===== config.mk =====
export PLATFORM = sky130hd
export DESIGN_NAME = step_scheduler
export DESIGN_NICKNAME = d
export VERILOG_FILES = /design/src/rtl/seq_pkg.sv /design/src/rtl/seq_divider.sv /design/src/rtl/step_scheduler.sv
export SDC_FILE = /design/constraint.sdc
export NUM_CORES = 1
export LEC_CHECK = 0
export BUFFER_PORTS_ARGS = -buffer_cell sky130_fd_sc_hd__buf_2
export CORE_AREA = 2 2 145 147
export CTS_CLUSTER_SIZE = 40
export DETAILED_ROUTE_END_ITERATION = 7
export DIE_AREA = 0 0 147 149
export GPL_ROUTABILITY_DRIVEN = 0
export PLACE_DENSITY = 0.72
export SYNTH_ARGS = -nofsm -noshare
export SYNTH_HDL_FRONTEND = slang
export SYNTH_SLANG_ARGS = --single-unit

===== constraint.sdc =====
create_clock -name Clock -period 6.7 [get_ports Clock]
set_input_delay 0 -clock Clock [delete_from_list [all_inputs] [get_ports Clock]]
set_output_delay 0 -clock Clock [all_outputs]
set_load 0.02 [all_outputs]

===== src/rtl/seq_pkg.sv =====
// Shared constants and divider state encoding for the step sequencer.
package seq_pkg;
  localparam int BPM_MAX            = 600;
  localparam int NUM_STEPS_DEF      = 16;
  localparam int STEPS_PER_BEAT_DEF = 4;

  typedef enum logic [1:0] {
    DIV_IDLE   = 2'd0,
    DIV_DIVIDE = 2'd1,
    DIV_DONE   = 2'd2
  } div_state_t;
endpackage


===== src/rtl/seq_divider.sv =====
// Restoring divider: one quotient bit per cycle for DIV_W cycles, then a single DONE cycle.
module seq_divider
  import seq_pkg::*;
#(
  parameter int DIV_W = 30
) (
  input  logic             Clock,
  input  logic             nReset,
  input  logic             start,
  input  logic [DIV_W-1:0] dividend,
  input  logic [DIV_W-1:0] divisor,
  output logic [DIV_W-1:0] quotient,
  output logic             done,
  output logic             busy
);
  localparam int CNT_W = $clog2(DIV_W);

  div_state_t       state, state_nx;
  logic [CNT_W-1:0] bit_cnt;
  logic [DIV_W-1:0] rem, dvsr;
  logic [DIV_W:0]   rem_sh, rem_sub;
  logic             ge;

  // Partial remainder shifted left with the next dividend bit, and trial subtraction.
  always_comb begin
    rem_sh  = {rem, quotient[DIV_W-1]};
    ge      = rem_sh >= {1'b0, dvsr};
    rem_sub = rem_sh - {1'b0, dvsr};
  end

  // Next-state logic: IDLE -> DIVIDE (DIV_W cycles) -> DONE (1 cycle) -> IDLE.
  always_comb begin
    state_nx = state;
    case (state)
      DIV_IDLE:   if (start) state_nx = DIV_DIVIDE;
      DIV_DIVIDE: if (bit_cnt == CNT_W'(DIV_W-1)) state_nx = DIV_DONE;
      DIV_DONE:   state_nx = DIV_IDLE;
      default:    state_nx = DIV_IDLE;
    endcase
  end

  // State register plus registered done/busy flags decoded from the next state.
  always_ff @(posedge Clock or negedge nReset) begin
    if (!nReset) begin
      state <= DIV_IDLE;
      done  <= 1'b0;
      busy  <= 1'b0;
    end else begin
      state <= state_nx;
      done  <= (state_nx == DIV_DONE);
      busy  <= (state_nx != DIV_IDLE);
    end
  end

  // Datapath: operands captured on leaving IDLE so later input changes cannot corrupt the result.
  always_ff @(posedge Clock or negedge nReset) begin
    if (!nReset) begin
      quotient <= '0;
      rem      <= '0;
      dvsr     <= '0;
      bit_cnt  <= '0;
    end else if (state == DIV_IDLE) begin
      if (start) begin
        quotient <= dividend;
        dvsr     <= divisor;
        rem      <= '0;
        bit_cnt  <= '0;
      end
    end else if (state == DIV_DIVIDE) begin
      quotient <= {quotient[DIV_W-2:0], ge};
      rem      <= ge ? DIV_W'(rem_sub) : DIV_W'(rem_sh);
      bit_cnt  <= bit_cnt + CNT_W'(1);
    end
  end
endmodule


===== src/rtl/step_scheduler.sv =====
// Tempo-driven step clock: converts committed BPM into a step period and emits step/beat ticks.
module step_scheduler
  import seq_pkg::*;
#(
  parameter int CLK_HZ         = 50_000_000,
  parameter int STEPS_PER_BEAT = STEPS_PER_BEAT_DEF,
  parameter int NUM_STEPS      = NUM_STEPS_DEF,
  parameter int DIV_W          = 30
) (
  input  logic       Clock,
  input  logic       nReset,
  input  logic [9:0] bpm,
  input  logic       bpm_set,
  input  logic       run,
  input  logic       restart,
  output logic       step_tick,
  output logic       beat_tick,
  output logic [3:0] step_idx,
  output logic       busy
);
  // Clock cycles per minute divided by steps per beat; period = K / bpm.
  localparam longint     K_L = (longint'(CLK_HZ) * 60) / longint'(STEPS_PER_BEAT);
  localparam logic [DIV_W-1:0] K = DIV_W'(K_L);

  logic [9:0]       bpm_c, last_bpm, op_bpm;
  logic             div_start, div_done, zero_clr;
  logic [DIV_W-1:0] quotient, pending_period, active_period, cnt, cnt_nx;
  logic             pending_valid, active_valid, run_armed;
  logic             tick_nx, beat_nx, wrap;
  logic [3:0]       idx_nx;

  // Clamp and request decode; zero tempo is handled without the divider.
  always_comb begin
    bpm_c     = (bpm > 10'(BPM_MAX)) ? 10'(BPM_MAX) : bpm;
    zero_clr  = bpm_set && (bpm == 10'd0);
    div_start = bpm_set && !busy && (bpm_c != 10'd0) && (bpm_c != last_bpm);
  end

  seq_divider #(.DIV_W(DIV_W)) u_div (
    .Clock    (Clock),
    .nReset   (nReset),
    .start    (div_start),
    .dividend (K),
    .divisor  (DIV_W'(bpm_c)),
    .quotient (quotient),
    .done     (div_done),
    .busy     (busy)
  );

  // Step counter next state: restart beats wrap; a fresh run (or newly valid period) sounds at once.
  always_comb begin
    cnt_nx  = cnt;
    idx_nx  = step_idx;
    tick_nx = 1'b0;
    wrap    = (cnt == active_period - DIV_W'(1));
    if (restart) begin
      cnt_nx  = '0;
      idx_nx  = '0;
      tick_nx = run && active_valid && !step_tick;
    end else if (run && active_valid) begin
      if (!run_armed) begin
        cnt_nx  = '0;
        tick_nx = 1'b1;
      end else if (wrap) begin
        cnt_nx  = '0;
        idx_nx  = (step_idx == 4'(NUM_STEPS-1)) ? 4'd0 : step_idx + 4'd1;
        tick_nx = 1'b1;
      end else begin
        cnt_nx  = cnt + DIV_W'(1);
      end
    end
    beat_nx = tick_nx && ((int'(idx_nx) % STEPS_PER_BEAT) == 0);
  end

  // Period bookkeeping: new periods wait in pending until a step boundary (or idle) to avoid mid-step changes.
  always_ff @(posedge Clock or negedge nReset) begin
    if (!nReset) begin
      last_bpm       <= '0;
      op_bpm         <= '0;
      pending_period <= '0;
      active_period  <= '0;
      pending_valid  <= 1'b0;
      active_valid   <= 1'b0;
    end else if (zero_clr) begin
      last_bpm      <= '0;
      pending_valid <= 1'b0;
      active_valid  <= 1'b0;
    end else begin
      if (div_start) op_bpm <= bpm_c;
      if (pending_valid && (tick_nx || !run || !active_valid)) begin
        active_period <= pending_period;
        active_valid  <= 1'b1;
        pending_valid <= 1'b0;
      end
      if (div_done) begin
        pending_period <= quotient;
        pending_valid  <= 1'b1;
        last_bpm       <= op_bpm;
      end
    end
  end

  // Step counter and registered tick outputs.
  always_ff @(posedge Clock or negedge nReset) begin
    if (!nReset) begin
      cnt       <= '0;
      step_idx  <= '0;
      step_tick <= 1'b0;
      beat_tick <= 1'b0;
      run_armed <= 1'b0;
    end else begin
      cnt       <= cnt_nx;
      step_idx  <= idx_nx;
      step_tick <= tick_nx;
      beat_tick <= beat_nx;
      run_armed <= run && active_valid;
    end
  end
endmodule

# After elaboration in Yosys (flattened, before gate mapping)
# Cells that the tools add are included.
dict set report op_classes {
  bitwise 1
  n_lt_le_gt_ge 2
  eq_ne 7
  muxes 34
  reduce_logical 32
  add_sub_neg 5
}
# operator n
set op_table {}
lappend op_table {{30-bit 2-to-1 mux} 11}
lappend op_table {{32-bit logical NOT} 1}
lappend op_table {{31-bit by 10-bit >= comparator with 1-bit output} 1}
lappend op_table {{30-bit by 1-bit adder with 30-bit output, second input constant} 1}
lappend op_table {{30-bit equality test} 1}
lappend op_table {{10-bit 2-to-1 mux} 3}
lappend op_table {{30-bit by 1-bit subtractor with 30-bit output, second input constant} 1}
lappend op_table {{30-bit by 10-bit subtractor with 30-bit output} 1}
lappend op_table {{4-bit 2-to-1 mux} 5}
lappend op_table {{5-bit 2-to-1 mux} 3}
lappend op_table {{2-bit nonzero test} 7}
lappend op_table {{10-bit > comparator, second input constant} 1}
lappend op_table {{10-bit logical NOT} 1}
lappend op_table {{10-bit inequality test} 1}
lappend op_table {{2-bit AND reduction} 5}
lappend op_table {{10-bit nonzero test} 1}
lappend op_table {{1-bit 2-to-1 mux} 9}
lappend op_table {{1-bit logical AND} 8}
lappend op_table {{5-bit by 1-bit adder with 5-bit output, second input constant} 1}
lappend op_table {{5-bit equality test, second input constant} 1}
lappend op_table {{4-bit by 1-bit adder with 4-bit output, second input constant} 1}
lappend op_table {{4-bit equality test, second input constant} 1}
lappend op_table {{1-bit logical NOT} 4}
lappend op_table {{2-bit 2-to-1 mux} 2}
lappend op_table {{other kinds (9)} 10}
dict set report totals {
  reg_bits 198
  out_inout_bits 7
  inputBits 15
}

# Depth between registers and ports, before layout
dict set report logic_depth {
  ltp_word 12
  mapped_depth 14
}

# Cells and area by module
# From an unflattened synthesis, not the netlist that was laid out.
dict set report hier_totals {
  hier_cells 1189
  hier_area_um2 12275.5
}
# module area_each_um2 cells_per_inst seq_area_each_um2 n_inst
set modules_own_cells {}
lappend modules_own_cells {step_scheduler 6268.5 573 2977.9 1}
lappend modules_own_cells {seq_divider 6007.0 616 2477.4 1}

# Least setup slack after synthesis
# No wires, ideal clock.
dict set report synth_path {
  path_type {reg-to-reg}
  start {register active_period[2]}
  end {register active_period[0]}
  t_required_ns 6.575
  slack_ns 3.576
  period_less_slack_ns 3.124
  t_arrival_ns 2.999
  n_path_buf 1
  path_stages_with_launch 11
  cell_sequence {dfrtp_1 -> nor4_2 -> nand2_2 -> or3_4 -> a2111oi_1 -> nor2_1 -> a21oi_4 -> nand4_4 -> a21oi_4 -> buf_12 -> mux2_4}
}
dict set report synth_via {
  elab_chain_cells 10
}
# item line
set synth_rtl {}
lappend synth_rtl {{start, declared} step_scheduler.sv:27} ;# logic [DIV_W-1:0] quotient, pending_period, active_period, cnt, cnt_nx;
lappend synth_rtl {{start signal, assigned} step_scheduler.sv:91} ;# active_period <= pending_period;
lappend synth_rtl {{30-bit by 1-bit subtractor with 30-bit output} step_scheduler.sv:55} ;# wrap = (cnt == active_period - DIV_W'(1));
lappend synth_rtl {{30-bit equality test} step_scheduler.sv:55}
lappend synth_rtl {{1-bit 2-to-1 mux} step_scheduler.sv:64} ;# end else if (wrap) begin
lappend synth_rtl {{1-bit 2-to-1 mux} step_scheduler.sv:61} ;# if (!run_armed) begin
lappend synth_rtl {{1-bit 2-to-1 mux} step_scheduler.sv:60} ;# end else if (run && active_valid) begin
lappend synth_rtl {{1-bit 2-to-1 mux} step_scheduler.sv:56} ;# if (restart) begin
lappend synth_rtl {{1-bit logical OR (2 in a row)} step_scheduler.sv:90} ;# if (pending_valid && (tick_nx || !run || !active_valid)) begin
lappend synth_rtl {{1-bit logical AND} step_scheduler.sv:90}
lappend synth_rtl {{2-bit AND reduction (no line)} n/a}
# Every way passes these cells.
# A chain may end at the register's enable or synchronous reset.

# Worst setup path after layout
dict set report layout_path {
  start {register active_period[11]}
  end {register cnt[13]}
}
dict set report layout_via {
  elab_chain_cells 6
}
# item line
set layout_rtl {}
lappend layout_rtl {{30-bit by 1-bit subtractor with 30-bit output} step_scheduler.sv:55}
lappend layout_rtl {{30-bit equality test} step_scheduler.sv:55}
lappend layout_rtl {{30-bit 2-to-1 mux} step_scheduler.sv:64}
lappend layout_rtl {{30-bit 2-to-1 mux} step_scheduler.sv:61}
lappend layout_rtl {{30-bit 2-to-1 mux} step_scheduler.sv:60}
lappend layout_rtl {{30-bit 2-to-1 mux} step_scheduler.sv:56}
lappend layout_rtl {{end signal, assigned} step_scheduler.sv:112} ;# cnt <= cnt_nx;
lappend layout_rtl {{end, declared} step_scheduler.sv:27}
# Every way passes these cells. The select of a mux whose other input is x is not followed.

==> flow_summary.ini <==
[sta]
clock_skew_ns = 0.0133
slew_headroom_pct = 37.6
setup_viol = 0
fin_setup_tns_ns = 0
fin_crit_ns = 3.77
worst_slew_pin_slew_ns = 0.934
worst_hold_slack_ns = 0.0237
hold_violations = 0
slew_violations = 0
rsz0062_at_grt = no
fmax_mhz = 265
fin_crit_sh_pct = 56.3

[placed_design]
placed_cell_area_um2 = 10600
numPortBuffers = 21
post-dp-hpwl_um = 13800
placed_cells = 1295

[yosys]
avgSynthCellArea_um2 = 9.98
ys_types = 67
synth_edf_count = 0
synthTopCellsByArea = dfrtp_1 48%, nand2_1 5.4%, mux2_4 4.4%
synth-seq-area-share_pct = 47.9
syn_area_um2 = 10300
async_flop_share_pct = 100
ys_warn_count = 0
syn_inst = 1036
ys_ff_latch = 198
syn_nets = 1067
yosysTopAreaCell = dfrtp_1
synth_flop_cell = dfrtp_1
synth_top_area_share_pct = 47.9

[layout]
fin_area_um2 = 11400
drive_gt1_share_pct = 13.6
layout_commonest_cell = dfrtp_1
fin_cells = 1339
final_cell_mix = 198 x dfrtp_1, 150 x nand2_1, 102 x nor2_1
nets = 1082
diodes = 0
syn_to_final_growth_pct = 9.96

[pwr]
power_density_nw_per_um2 = 358
power.static_leakage_nw = 4.63
clkPwrFrac_pct = 26.4
switchingPower_mw = 1.40
intPower_mw = 2.67
ir_worst_vdd_uv = 286
finalPower_mw = 4.07
switching_share_pct = 34.5
seq_power_share_pct = 43.5
comb_power_share_pct = 30.0

[detailed_routing]
drt_first_iter_violations = 312
viasPerCell = 5.53
vias = 7405
first_pass_iters = 5
drc = 0
wl_um = 20700
ant_nets = 0
wl_per_cell_um = 15.5

[cts]
cts.sinks = 198
postCtsSetupBuffers = 0
clk_path_buf_depth = 2
numCtsBuffers = 17
cts_max_level = 4
path_clk_slew_ns = 0.07
clock_latency_ns = 0.45
cts_tree = yes
ctsRootBufferMaster = clkbuf_16

[floorplan]
die_h_um = 149
core_area_um2 = 20600
rows = 53
die_area_um2 = 21900
io_pins = 22
die_width_um = 147
start_util_pct = 50.3

[setup_path]
critPathArrivalTime_ns = 4.05
start_kind = register
worstPathCellList = nor3_1 -> nand4_1 -> nor4_1 -> xnor2_1 -> nor4_1 -> and4_1 -> a31o_2 -> and2_1 -> nor2_1
crit_path_end_kind = register
critPathMaxStageDelay_ns = 0.74
cp_num_buf_inv = 0
critPathSlowestCell = and2_1
path_class = register to register
cpMostUsedCell = nor4_1
crit_family = simple AND/OR/NAND/NOR gates
worst_ep_required_time_ns = 6.98
crit_fanout = 26

[global_routing]
grt_pass1_wl_um = 35600
antenna_found_initial = 0
grt_max_degree = 95
grt_pass1_vias = 7210
track_usage_pct = 20.0
grt_overflow_total = 0

[flow_run]
maxCapViolCount = 0

[min_path]
min_path_type = primary input to register

[run_status]
status = complete, no violations
-- state kept, by name (all words and copies together) (netlist names), 4 cells and up --
name	count
active_period	30
cnt	30
last_bpm	10
op_bpm	10
pending_period	30
step_idx	4
u_div.bit_cnt	5
u_div.dvsr	10
u_div.quotient	30
u_div.rem	30
-- metrics by stage --
stage,setup slack (ns),utilization (%)
2_1_floorplan,3.58,-
3_3_place_gp,2.98,51.7
3_5_place_dp,2.95,51.7
4_1_cts,2.88,55.3
5_1_grt,2.49,55.3
6_report,2.93,55.3
-- worst paths after layout --
kind | from | to | slack (ns) | cells after the start
max | active_period[11]$_DFFE_PN0P_ | cnt[13]$_DFFE_PN0P_ | 2.93 | 9
min | bpm[1] | u_div.dvsr[1]$_DFFE_PN0P_ | 0.02 | 4
max reg2reg | active_period[11]$_DFFE_PN0P_ | cnt[13]$_DFFE_PN0P_ | 2.93 | 9
min reg2reg | u_div.dvsr[6]$_DFFE_PN0P_ | u_div.dvsr[6]$_DFFE_PN0P_ | 0.49 | 2
max in group asynchronous | nReset | pending_period[14]$_DFFE_PN0P_ | 5.28 | 3
min in group asynchronous | nReset | cnt[1]$_DFFE_PN0P_ | 0.19 | 2
-- power by group through the flow --
stage          sequential, mW  clock (mW)  combinational, mW
4_1_cts                  1.77        1.09               1.23
3_5_place_dp             1.79           0               1.22
3_3_place_gp             1.78           0               1.18
2_1_floorplan            1.71           0               1.00
6_report                 1.77        1.08               1.22
5_1_grt                  1.82        1.14               1.41
-- layer usage --
layer | vias up | routed length (µm) | global-route usage, %
li1 | 3637 | - | -
met1 | 3651 | 9810 | 27.0
met2 | 93 | 9940 | 32.8
met3 | 24 | 657 | 3.94
met4 | 0 | 290 | 6.54
met5 | - | 0 | 0
-- cell type report --
class / count / area [µm²]
clock buffer: 18 / 429
clock inverter: 14 / 183
fill: 1791 / 9190
inverter: 32 / 120
multi-input combinational: 761 / 5040
sequential: 198 / 4950
tap: 275 / 344
timing repair buffer: 41 / 294
-- cell families (layout without fill, tap and decap cells) --
logic type / after synthesis / count (layout) / synth area share, %
buffers and inverters: 77 / 105 / 3.36
AO/OA/AOI/OAI: 159 / 159 / 10.2
AND/OR/NAND/NOR: 414 / 414 / 19.1
XOR/XNOR: 92 / 92 / 7.79
adder cells (fa/ha/maj): 17 / 17 / 2.11
flip-flops: 198 / 198 / 47.9
multiplexers: 79 / 79 / 9.52
-- what timing repair did --
action	4_1_cts	5_1_grt
gates resized for setup	0	0
hold buffers	12	0
endpoints found under the hold margin	112	0
-- synthesized netlist by cell type, types with 4 or more instances --
library cell and number:
nor2b_1 9, a31oi_1 9, and2_1 8, o31ai_1 4
mux2i_1 14, nor3b_1 5, xnor2_1 46, nand2_1 150
clkbuf_1 32, o21a_1 5, mux2_4 30, nand4_1 10
a21oi_1 19, o21ai_0 51, xor2_1 46, a21boi_0 4
nor3_1 18, o32ai_1 7, or4_1 6, inv_1 32
o22ai_1 21, dfrtp_1 198, ha_1 15, nor4_1 17
mux2_2 35, a21o_1 4, nand3_1 36, o21ai_1 4
nand4b_1 5, and3_1 9, a211oi_1 5, buf_1 6
nand2b_1 13, or3_1 10, nor2_1 102
-- worst reg2reg max path: stages (launching register included) --
cell	delay, ns
dfrtp_1	0.44
nor3_1	0.52
nand4_1	0.39
nor4_1	0.33
xnor2_1	0.10
nor4_1	0.30
and4_1	0.37
a31o_2	0.27
and2_1	0.74
nor2_1	0.16
No activity file was read; power rests on OpenSTA's default activity.
